==> src/rtl/wb_pic8259_if.sv <==
// Wishbone I/O slave bundle for the 8259-style PIC at ports 0x20/0x21.
// Byte lane 0 carries port 0x20 and byte lane 1 carries port 0x21.
interface wb_pic8259_if;
    logic [15:0] wb_dat_i;
    logic [15:0] wb_dat_o;
    logic [1:0]  wb_sel_i;
    logic        wb_we_i;
    logic        wb_stb_i;
    logic        wb_cyc_i;
    logic        wb_ack_o;

    modport master (
        output wb_dat_i, wb_sel_i, wb_we_i, wb_stb_i, wb_cyc_i,
        input  wb_dat_o, wb_ack_o
    );

    modport slave (
        input  wb_dat_i, wb_sel_i, wb_we_i, wb_stb_i, wb_cyc_i,
        output wb_dat_o, wb_ack_o
    );
endinterface

==> src/rtl/wb_pic8259.sv <==
// Cut-down 8259A-compatible interrupt controller: fixed priority (bit 0 highest),
// edge-triggered requests, ICW1/ICW2/ICW4 init, OCW2 EOI, OCW3 read-select.
module wb_pic8259 #(
    parameter logic [7:0] VEC_BASE = 8'h08
) (
    input  logic        wb_clk_i,
    input  logic        wb_rst_i,
    wb_pic8259_if.slave wb,
    input  logic [7:0]  irq_i,
    output logic        intr_o,
    input  logic        inta_i,
    output logic [7:0]  vec_o
);

    typedef enum logic [1:0] {StReady, StWaitIcw2, StWaitIcw4} init_st_e;

    // Index of the lowest set bit, i.e. the highest-priority request.
    function automatic logic [2:0] lowest_idx(input logic [7:0] v);
        logic [2:0] idx;
        idx = 3'd0;
        for (int i = 7; i >= 0; i--) begin
            if (v[i]) idx = 3'(i);
        end
        return idx;
    endfunction

    init_st_e    st_q, st_d;
    logic [7:0]  irr_q, irr_d;
    logic [7:0]  isr_q, isr_d;
    logic [7:0]  imr_q, imr_d;
    logic [4:0]  base_q, base_d;
    logic        rd_isr_q, rd_isr_d;
    logic        need_icw4_q, need_icw4_d;
    logic [7:0]  irq_d_q;
    logic        inta_d_q;
    logic        ack_q, ack_d;
    logic [15:0] dat_q, dat_d;
    logic        intr_q, intr_d;
    logic [7:0]  vec_q, vec_d;

    logic        bus_req;
    logic        wr_en;
    logic [7:0]  lo;
    logic [7:0]  hi;
    logic        inta_rise;
    logic [7:0]  pend_w;
    logic [2:0]  ack_idx;
    logic [7:0]  pend_q;

    assign bus_req   = wb.wb_stb_i & wb.wb_cyc_i;
    // Writes commit on the cycle the ack is presented, so each transfer acts once.
    assign wr_en     = bus_req & wb.wb_we_i & ack_q;
    assign lo        = wb.wb_dat_i[7:0];
    assign hi        = wb.wb_dat_i[15:8];
    assign inta_rise = inta_i & ~inta_d_q;
    assign ack_d     = bus_req & ~ack_q;
    assign dat_d     = ack_d ? {imr_q, (rd_isr_q ? isr_q : irr_q)} : dat_q;

    assign pend_q = irr_q & ~imr_q;
    assign intr_d = (pend_q != 8'h00) &&
                    ((isr_q == 8'h00) || (lowest_idx(pend_q) < lowest_idx(isr_q)));

    always_comb begin
        st_d        = st_q;
        irr_d       = irr_q;
        isr_d       = isr_q;
        imr_d       = imr_q;
        base_d      = base_q;
        rd_isr_d    = rd_isr_q;
        need_icw4_d = need_icw4_q;
        vec_d       = vec_q;
        pend_w      = 8'h00;
        ack_idx     = 3'd0;

        // Port 0x20: ICW1 from any state, OCW2/OCW3 only once initialised.
        if (wr_en && wb.wb_sel_i[0]) begin
            if (lo[4]) begin
                irr_d       = 8'h00;
                isr_d       = 8'h00;
                imr_d       = 8'h00;
                rd_isr_d    = 1'b0;
                need_icw4_d = lo[0];
                st_d        = StWaitIcw2;
            end else if (st_q == StReady) begin
                if (!lo[3]) begin
                    if (lo[7:5] == 3'b001) begin
                        if (isr_d != 8'h00) isr_d[lowest_idx(isr_d)] = 1'b0;
                    end else if (lo[7:5] == 3'b011) begin
                        isr_d[lo[2:0]] = 1'b0;
                    end
                end else begin
                    if (lo[1:0] == 2'b10) rd_isr_d = 1'b0;
                    else if (lo[1:0] == 2'b11) rd_isr_d = 1'b1;
                end
            end
        end

        // Port 0x21 sees the state left by a same-transfer port 0x20 write.
        if (wr_en && wb.wb_sel_i[1]) begin
            case (st_d)
                StWaitIcw2: begin
                    base_d = hi[7:3];
                    st_d   = need_icw4_d ? StWaitIcw4 : StReady;
                end
                StWaitIcw4: st_d = StReady;
                default:    imr_d = hi;
            endcase
        end

        // Acknowledge works on post-write state so a coincident EOI is honoured first.
        pend_w = irr_d & ~imr_d;
        if (inta_rise) begin
            if (pend_w != 8'h00) begin
                ack_idx        = lowest_idx(pend_w);
                irr_d[ack_idx] = 1'b0;
                isr_d[ack_idx] = 1'b1;
                vec_d          = {base_d, ack_idx};
            end else begin
                vec_d = {base_d, 3'd7};
            end
        end

        // New edges land last so a request on the bit being acked stays latched.
        irr_d = irr_d | (irq_i & ~irq_d_q);
    end

    always_ff @(posedge wb_clk_i or negedge wb_rst_i) begin
        if (!wb_rst_i) begin
            st_q        <= StReady;
            irr_q       <= 8'h00;
            isr_q       <= 8'h00;
            imr_q       <= 8'hFF;
            base_q      <= VEC_BASE[7:3];
            rd_isr_q    <= 1'b0;
            need_icw4_q <= 1'b0;
            irq_d_q     <= 8'h00;
            inta_d_q    <= 1'b0;
            ack_q       <= 1'b0;
            dat_q       <= 16'h0000;
            intr_q      <= 1'b0;
            vec_q       <= 8'h00;
        end else begin
            st_q        <= st_d;
            irr_q       <= irr_d;
            isr_q       <= isr_d;
            imr_q       <= imr_d;
            base_q      <= base_d;
            rd_isr_q    <= rd_isr_d;
            need_icw4_q <= need_icw4_d;
            irq_d_q     <= irq_i;
            inta_d_q    <= inta_i;
            ack_q       <= ack_d;
            dat_q       <= dat_d;
            intr_q      <= intr_d;
            vec_q       <= vec_d;
        end
    end

    assign wb.wb_ack_o = ack_q;
    assign wb.wb_dat_o = dat_q;
    assign intr_o      = intr_q;
    assign vec_o       = vec_q;

endmodule

==> src/flat_wrapper.sv <==
// flat-port wrapper written by rule: the top's interface ports become plain ports
module wb_pic8259_flat 
#(
    parameter logic [7:0] VEC_BASE = 8'h08
)
  (wb_clk_i, wb_rst_i, irq_i, intr_o, inta_i, vec_o, wb_wb_dat_i, wb_wb_sel_i, wb_wb_we_i, wb_wb_stb_i, wb_wb_cyc_i, wb_wb_dat_o, wb_wb_ack_o);
  wb_pic8259_if wb_i ();
  input  logic wb_clk_i;
  input  logic wb_rst_i;
  input  logic [7:0] irq_i;
  output logic intr_o;
  input  logic inta_i;
  output logic [7:0] vec_o;
  input wire logic [$bits(wb_i.wb_dat_i)-1:0] wb_wb_dat_i;
  input wire logic [$bits(wb_i.wb_sel_i)-1:0] wb_wb_sel_i;
  input wire logic [$bits(wb_i.wb_we_i)-1:0] wb_wb_we_i;
  input wire logic [$bits(wb_i.wb_stb_i)-1:0] wb_wb_stb_i;
  input wire logic [$bits(wb_i.wb_cyc_i)-1:0] wb_wb_cyc_i;
  output wire logic [$bits(wb_i.wb_dat_o)-1:0] wb_wb_dat_o;
  output wire logic [$bits(wb_i.wb_ack_o)-1:0] wb_wb_ack_o;
  assign wb_i.wb_dat_i = wb_wb_dat_i;
  assign wb_i.wb_sel_i = wb_wb_sel_i;
  assign wb_i.wb_we_i = wb_wb_we_i;
  assign wb_i.wb_stb_i = wb_wb_stb_i;
  assign wb_i.wb_cyc_i = wb_wb_cyc_i;
  assign wb_wb_dat_o = wb_i.wb_dat_o;
  assign wb_wb_ack_o = wb_i.wb_ack_o;
  wb_pic8259 #(.VEC_BASE(VEC_BASE)) u_core (.wb_clk_i(wb_clk_i), .wb_rst_i(wb_rst_i), .wb(wb_i), .irq_i(irq_i), .intr_o(intr_o), .inta_i(inta_i), .vec_o(vec_o));
endmodule
==> config.mk <==
export PLATFORM = sky130hd
export DESIGN_NAME = wb_pic8259_flat
export DESIGN_NICKNAME = d
export VERILOG_FILES = /design/src/rtl/wb_pic8259_if.sv /design/src/rtl/wb_pic8259.sv /design/src/flat_wrapper.sv
export SDC_FILE = /design/constraint.sdc
export NUM_CORES = 1
export LEC_CHECK = 0
export CAP_MARGIN = 20
export CORE_UTILIZATION = 35
export DETAILED_ROUTE_END_ITERATION = 6
export GPL_TIMING_DRIVEN = 0
export SLEW_MARGIN = 15
export SYNTH_ARGS = -nofsm -noshare
export SYNTH_HDL_FRONTEND = slang
export SYNTH_SLANG_ARGS = --single-unit
==> constraint.sdc <==
create_clock -name wb_clk_i -period 2.9 [get_ports wb_clk_i]
set_input_delay 0.87 -clock wb_clk_i [delete_from_list [all_inputs] [get_ports wb_clk_i]]
set_output_delay 0.87 -clock wb_clk_i [all_outputs]
set_load 0.02 [all_outputs]
---- Word-level counts from Yosys, hierarchy flattened ----
Cells that the tools add are included.
cells by class
  multiplexer cells ....................... 71
  eq/ne operators ......................... 6
  bitwise operators ....................... 21
  reduce and logical (&&, ||, !) cells .... 17
  magnitude comparators ................... 7
operators with widths
  cell                                                                   count
  8-bit 2-to-1 mux                                                       18
  3-bit 2-to-1 mux                                                       33
  8-bit AND                                                              6
  8-bit NOT                                                              6
  8-bit nonzero test                                                     3
  8-bit OR                                                               2
  3-bit by 4-bit < comparator with 1-bit output, second input constant   3
  1-bit 2-to-1 mux                                                       10
  5-bit 2-to-1 mux                                                       2
  1-bit demux with 3-bit select                                          3
  3-bit by 1-bit >= comparator with 1-bit output, second input constant  3
  8-bit zero test                                                        1
  2-bit 2-to-1 mux                                                       4
  2-bit == test, second input constant                                   3
  1-bit logical AND                                                      6
  1-bit AND                                                              5
  2-bit one-hot mux with 2 select lines                                  1
  4-bit AND reduction                                                    1
  2-bit nonzero test                                                     2
  3-bit by 1-bit == test with 1-bit output, second input constant        1
  3-bit by 2-bit == test with 1-bit output, second input constant        1
  3-bit < comparator                                                     1
  3-bit nonzero test                                                     1
  2-bit by 1-bit == test with 1-bit output, second input constant        1
  4 further kinds                                                        5
word-level totals
  bits in registers ....................... 68
  word-level logic and storage cells ...... 135
  bits of input ports ..................... 32

---- Depth between registers and ports, before layout ----
  depth after elaboration ................. 30
  gate-level depth with buffers ........... 14

---- Worst setup path before layout ----
No wires, ideal clock.
  kind .................................... input to register
  start point ............................. input wb_wb_we_i
  end point ............................... register u_core.irr_q[4]
  required time ........................... 2.778 ns
  library setup time ...................... 0.122 ns
  setup slack ............................. -0.554 ns
  data arrival time ....................... 3.333 ns
  stages on the path ...................... 14
  buffers on the path ..................... 2
  cell sequence ........................... and4_1 > buf_2 > nand2_1 > nand2_1 > inv_1 > ha_1 > nor2b_1 > buf_4 > nor3_1 > a211oi_1 > and4bb_2 > nor2b_1 > nand2_1 > a32o_1
between the ends
  longest elaborated chain between the ends .. 29
RTL lines
  item                                                                              RTL line            source
  start: declaration                                                                flat_wrapper.sv:16  input wire logic [$bits(wb_i.wb_we_i)-1:0] wb_wb_we_i;
  1-bit AND * (2 in a row)                                                          wb_pic8259.sv:52    assign wr_en = bus_req & wb.wb_we_i & ack_q;
  1-bit logical AND                                                                 wb_pic8259.sv:76    if (wr_en && wb.wb_sel_i[0]) begin
  2-bit 2-to-1 mux                                                                  wb_pic8259.sv:76
  2-bit == test / 2-bit by 1-bit == test with 1-bit output (equally long branches)  wb_pic8259.sv:100   case (st_d)
  2-bit OR reduction (no line)                                                      -
  8-bit 2-to-1 mux                                                                  wb_pic8259.sv:100
  8-bit 2-to-1 mux                                                                  wb_pic8259.sv:99    if (wr_en && wb.wb_sel_i[1]) begin
  8-bit NOT                                                                         wb_pic8259.sv:111   pend_w = irr_d & ~imr_d;
  [... 13 more ...]                                                                 -
  1-bit 2-to-1 mux (implied by the code)                                            wb_pic8259.sv:115   irr_d[ack_idx] = 1'b0;
  1-bit demux with 3-bit select                                                     -
  8-bit NOT (no line)                                                               -
  8-bit AND (no line)                                                               -
  8-bit 2-to-1 mux                                                                  wb_pic8259.sv:113   if (pend_w != 8'h00) begin
  8-bit 2-to-1 mux *                                                                wb_pic8259.sv:112   if (inta_rise) begin
  8-bit OR *                                                                        wb_pic8259.sv:124   irr_d = irr_d | (irq_i & ~irq_d_q);
  net u_core.irr_d[4]                                                               wb_pic8259.sv:28    logic [7:0] irr_q, irr_d;
  end signal: assignment                                                            wb_pic8259.sv:144   irr_q <= irr_d;
  end: declaration                                                                  wb_pic8259.sv:28
The timed path passes the listed nets; every way through them passes the cells marked *. The select of a mux whose other input is x is not followed.
A chain may end at the register's enable or synchronous reset.

---- Final worst setup path ----
  start point ............................. input wb_wb_stb_i
  end point ............................... register u_core.irr_q[4]
between the ends
  longest elaborated chain between the ends .. 30
RTL lines
  item                                                                              RTL line            source
  start: declaration                                                                flat_wrapper.sv:17  input wire logic [$bits(wb_i.wb_stb_i)-1:0] wb_wb_stb_i;
  1-bit AND *                                                                       wb_pic8259.sv:50    assign bus_req = wb.wb_stb_i & wb.wb_cyc_i;
  1-bit AND * (2 in a row)                                                          wb_pic8259.sv:52
  1-bit logical AND                                                                 wb_pic8259.sv:76
  2-bit 2-to-1 mux                                                                  wb_pic8259.sv:76
  2-bit == test / 2-bit by 1-bit == test with 1-bit output (equally long branches)  wb_pic8259.sv:100
  2-bit OR reduction (no line)                                                      -
  8-bit 2-to-1 mux                                                                  wb_pic8259.sv:100
  8-bit 2-to-1 mux                                                                  wb_pic8259.sv:99
  [... 14 more ...]                                                                 -
  1-bit 2-to-1 mux (implied by the code)                                            wb_pic8259.sv:115
  1-bit demux with 3-bit select                                                     -
  8-bit NOT (no line)                                                               -
  8-bit AND (no line)                                                               -
  8-bit 2-to-1 mux                                                                  wb_pic8259.sv:113
  8-bit 2-to-1 mux *                                                                wb_pic8259.sv:112
  8-bit OR *                                                                        wb_pic8259.sv:124
  net u_core.irr_d[4]                                                               wb_pic8259.sv:28
Marked as above.

==> results.json <==
{
  "status": "finished clean",
  "path_cells": "buf_8 -> and4_4 -> nand2_8 -> nand2_4 -> inv_4 -> ha_4 -> nor2b_4 -> buf_6 -> nor3_2 -> a211o_1 -> and4bb_2 -> nor2b_4 -> nand2_2 -> a32o_1",
  "synth-edff-count": 0,
  "hold_end": "u_core.irr_q[2]",
  "drt-total-wl_mm": 9.22,
  "drt_iter0_markers": 129,
  "antenna_found_initial": 0,
  "ys_ff_latch": 68,
  "p_leak_nw": 2.03,
  "antenna_cells": 0,
  "grt_overflow": 0,
  "grt_usage_pct": 19.3,
  "finalHoldViolations": 0,
  "finalPower_mw": 2.63,
  "crit_top_cell": "nor2b_4",
  "hp-start": "u_core.irq_d_q[2]",
  "dp_hpwl_mm": 6.65,
  "post-route-util_pct": 50.2,
  "r2r_slack_ps": 220,
  "gp_congestion": 0.877,
  "dr.pass1.iters": 4,
  "fmax_mhz": 347,
  "ios": 58,
  "synth_area_leaders": "dfrtp_1, dfstp_2, mux2_2",
  "crit_type": "in2reg",
  "setup_viol": 0,
  "die_w_um": 100,
  "place_area_sq_um": 4150,
  "clock-sinks": 68,
  "worst_path_max_delay_cell": "and4bb_2",
  "cts_root_buffer": "clkbuf_8",
  "die_y_um": 100,
  "hold_depth": 1,
  "cts_made_buffers": 9,
  "yosysWarnings": 0,
  "drc": 0,
  "ir_drop_v": 0.000281,
  "period_minus_slack_ps": 2880,
  "rsz0062_at_grt": "yes",
  "cts.htree.levels": 3,
  "r2r_cells": 13,
  "coreArea_sq_um": 9280,
  "yosysTopAreaCellShare_pct": 44.0,
  "hold_class": "reg2reg",
  "r2r_end": "u_core.irr_q[4]",
  "finClkSkew_ps": 9.25,
  "start_kind": "input port",
  "cts_tree": "built",
  "ant_nets": 0,
  "drive_above_1_share_pct": 24.8,
  "drv_slew": 0,
  "tightest_slew_ps": 726,
  "slowest_delay_ps": 380,
  "vias": 2919,
  "grt_pass1_wl_mm": 14.7,
  "portBuffers": 56,
  "syn_avg_cell_area_sq_um": 10.2,
  "clock_path_buffers": 2,
  "synthFlopType": "dfrtp_1",
  "cp-end-kind": "register",
  "syn_nets": 365,
  "cp_max_fo": 5,
  "r2r-start": "u_core.wb.wb_ack_o",
  "max-slew-margin-rel_pct": 51.6,
  "hold_slack_ps": 424,
  "wl_per_cell_um": 16.7,
  "design_area_sq_um": 4660,
  "ys_seq_area_share_pct": 51.0,
  "cp.arrival_ps": 3110,
  "fin_crit_sh_pct": 99.4,
  "synthCells": 329,
  "initial_core_util_pct": 36.2,
  "syn_area_sq_um": 3360,
  "viasPerCell": 5.28,
  "row_count": 35,
  "die_area_sq_um": 9990,
  "area_delta_synth_final_pct": 38.8,
  "grt_pass1_vias": 2865,
  "required_ps": 3130,
  "grt_max_degree": 43,
  "clock_latency_ps": 340,
  "power.density_nw_per_um2": 563,
  "synth_cell_types": 50,
  "synth.largest_area_cell": "dfrtp_1",
  "clk_pin_slew_ps": 70,
  "cap_viol_max_count": 0,
  "nets": 455,
  "synthArstFlopShare_pct": 100
}
-- synth_stat cells (all sizes together), types with 2 or more instances --
master  instances
and2            2
a21oi           7
nor4b           3
a32o            2
o21ai          27
and3            2
clkbuf          7
or3             4
mux2i           9
nand2b         12
dfstp           9
nand4b          2
a221oi          6
ha              4
a211oi          2
inv            17
a22o            8
dfrtp          59
buf             4
o31ai           4
nor3            6
o211ai          2
nand4           4
nor2b           7
nand3b          6
a31oi           2
a31o            2
o32ai           3
nand2          39
nand3          12
nor2           17
a21o            2
mux2           18
o22ai           4
a221o           2
-- cells by family after synthesis --
family	share of synthesized area, %
flops	51.0
compound gates	16.7
mux	8.72
fa+ha+maj	1.49
simple gates	18.7
buf+inv	3.43
-- through the flow --
stage	std cells	setup slack [ps]	setup TNS (ps)
after global routing	553	-82.3	-353
after CTS	547	-20.4	-26.7
final	553	17.7	0
after global placement	514	-1300	-107240
after detailed placement	515	-1300	-27030
after floorplan	329	-241	-1660
-- cell usage in the layout (no fill, tap or decap), drive strengths merged, types with 7 or more instances in the layout --
cell type      count
dfrtp             59
clkdlybuf4s50     50
nand2             39
buf               33
o21ai             27
mux2              18
clkbuf            18
nor2              17
inv               17
nand3             12
nand2b            12
mux2i              9
dfstp              9
a22o               8
a21oi              7
nor2b              7
-- critical path: cells and delay by family --
family          cells  cell delay [ps]
simple gates        8             1240
compound gates      2              510
buf+inv             3              240
fa+ha+maj           1              240
-- metal layers --
layer / track usage, % / vias to the layer above / routed length (um)
met1: 26.6 / 1452 / 4410
met4: 6.79 / 0 / 77
met2: 30.7 / 76 / 4290
li1: - / 1385 / -
met5: 0 / - / 0
met3: 3.55 / 6 / 445
-- sequential cells by signal, indices dropped and copies added, names as in the netlist, 2 cells and up --
name                count
u_core.irq_d_q          8
u_core.wb.wb_dat_o     16
u_core.st_q             2
u_core.isr_q            8
u_core.irr_q            8
u_core.vec_o            8
u_core.imr_q            8
u_core.base_q           5
-- how the worst max path moves through the flow --
stage,startpoint,end,depth (start not counted)
floorplan,wb_wb_cyc_i,u_core.irr_q[4],14
global placement,wb_wb_cyc_i,u_core.irr_q[7],14
detailed placement,wb_wb_cyc_i,u_core.irr_q[7],14
CTS,wb_wb_cyc_i,u_core.irr_q[4],15
global route,wb_wb_stb_i,u_core.irr_q[4],14
finish,wb_wb_stb_i,u_core.irr_q[4],14
-- timing repair --
action,CTS,global route
gates resized for setup,45,14
hold buffers,0,0
gates cloned,1,0
endpoints found under the setup margin,27,10
buffers inserted,15,8
pin swaps,13,18
-- final cells by class --
type,count,area [sq um]
clock inverters,5,52.6
plain buffers,9,42.5
inverters,17,66.3
repair buffers,81,756
well taps,129,161
flip-flops and latches,68,1710
clock buffers,11,131
multi-input cells,233,1740
fillers,903,4620
-- where the power goes --
group	internal, mW	switching [mW]	leakage [nW]
Clock	0.393	0.358	0.0931
Combinational	0.339	0.353	1.12
Sequential	1.08	0.0997	0.816
No activity file was read; power rests on OpenSTA's default activity.
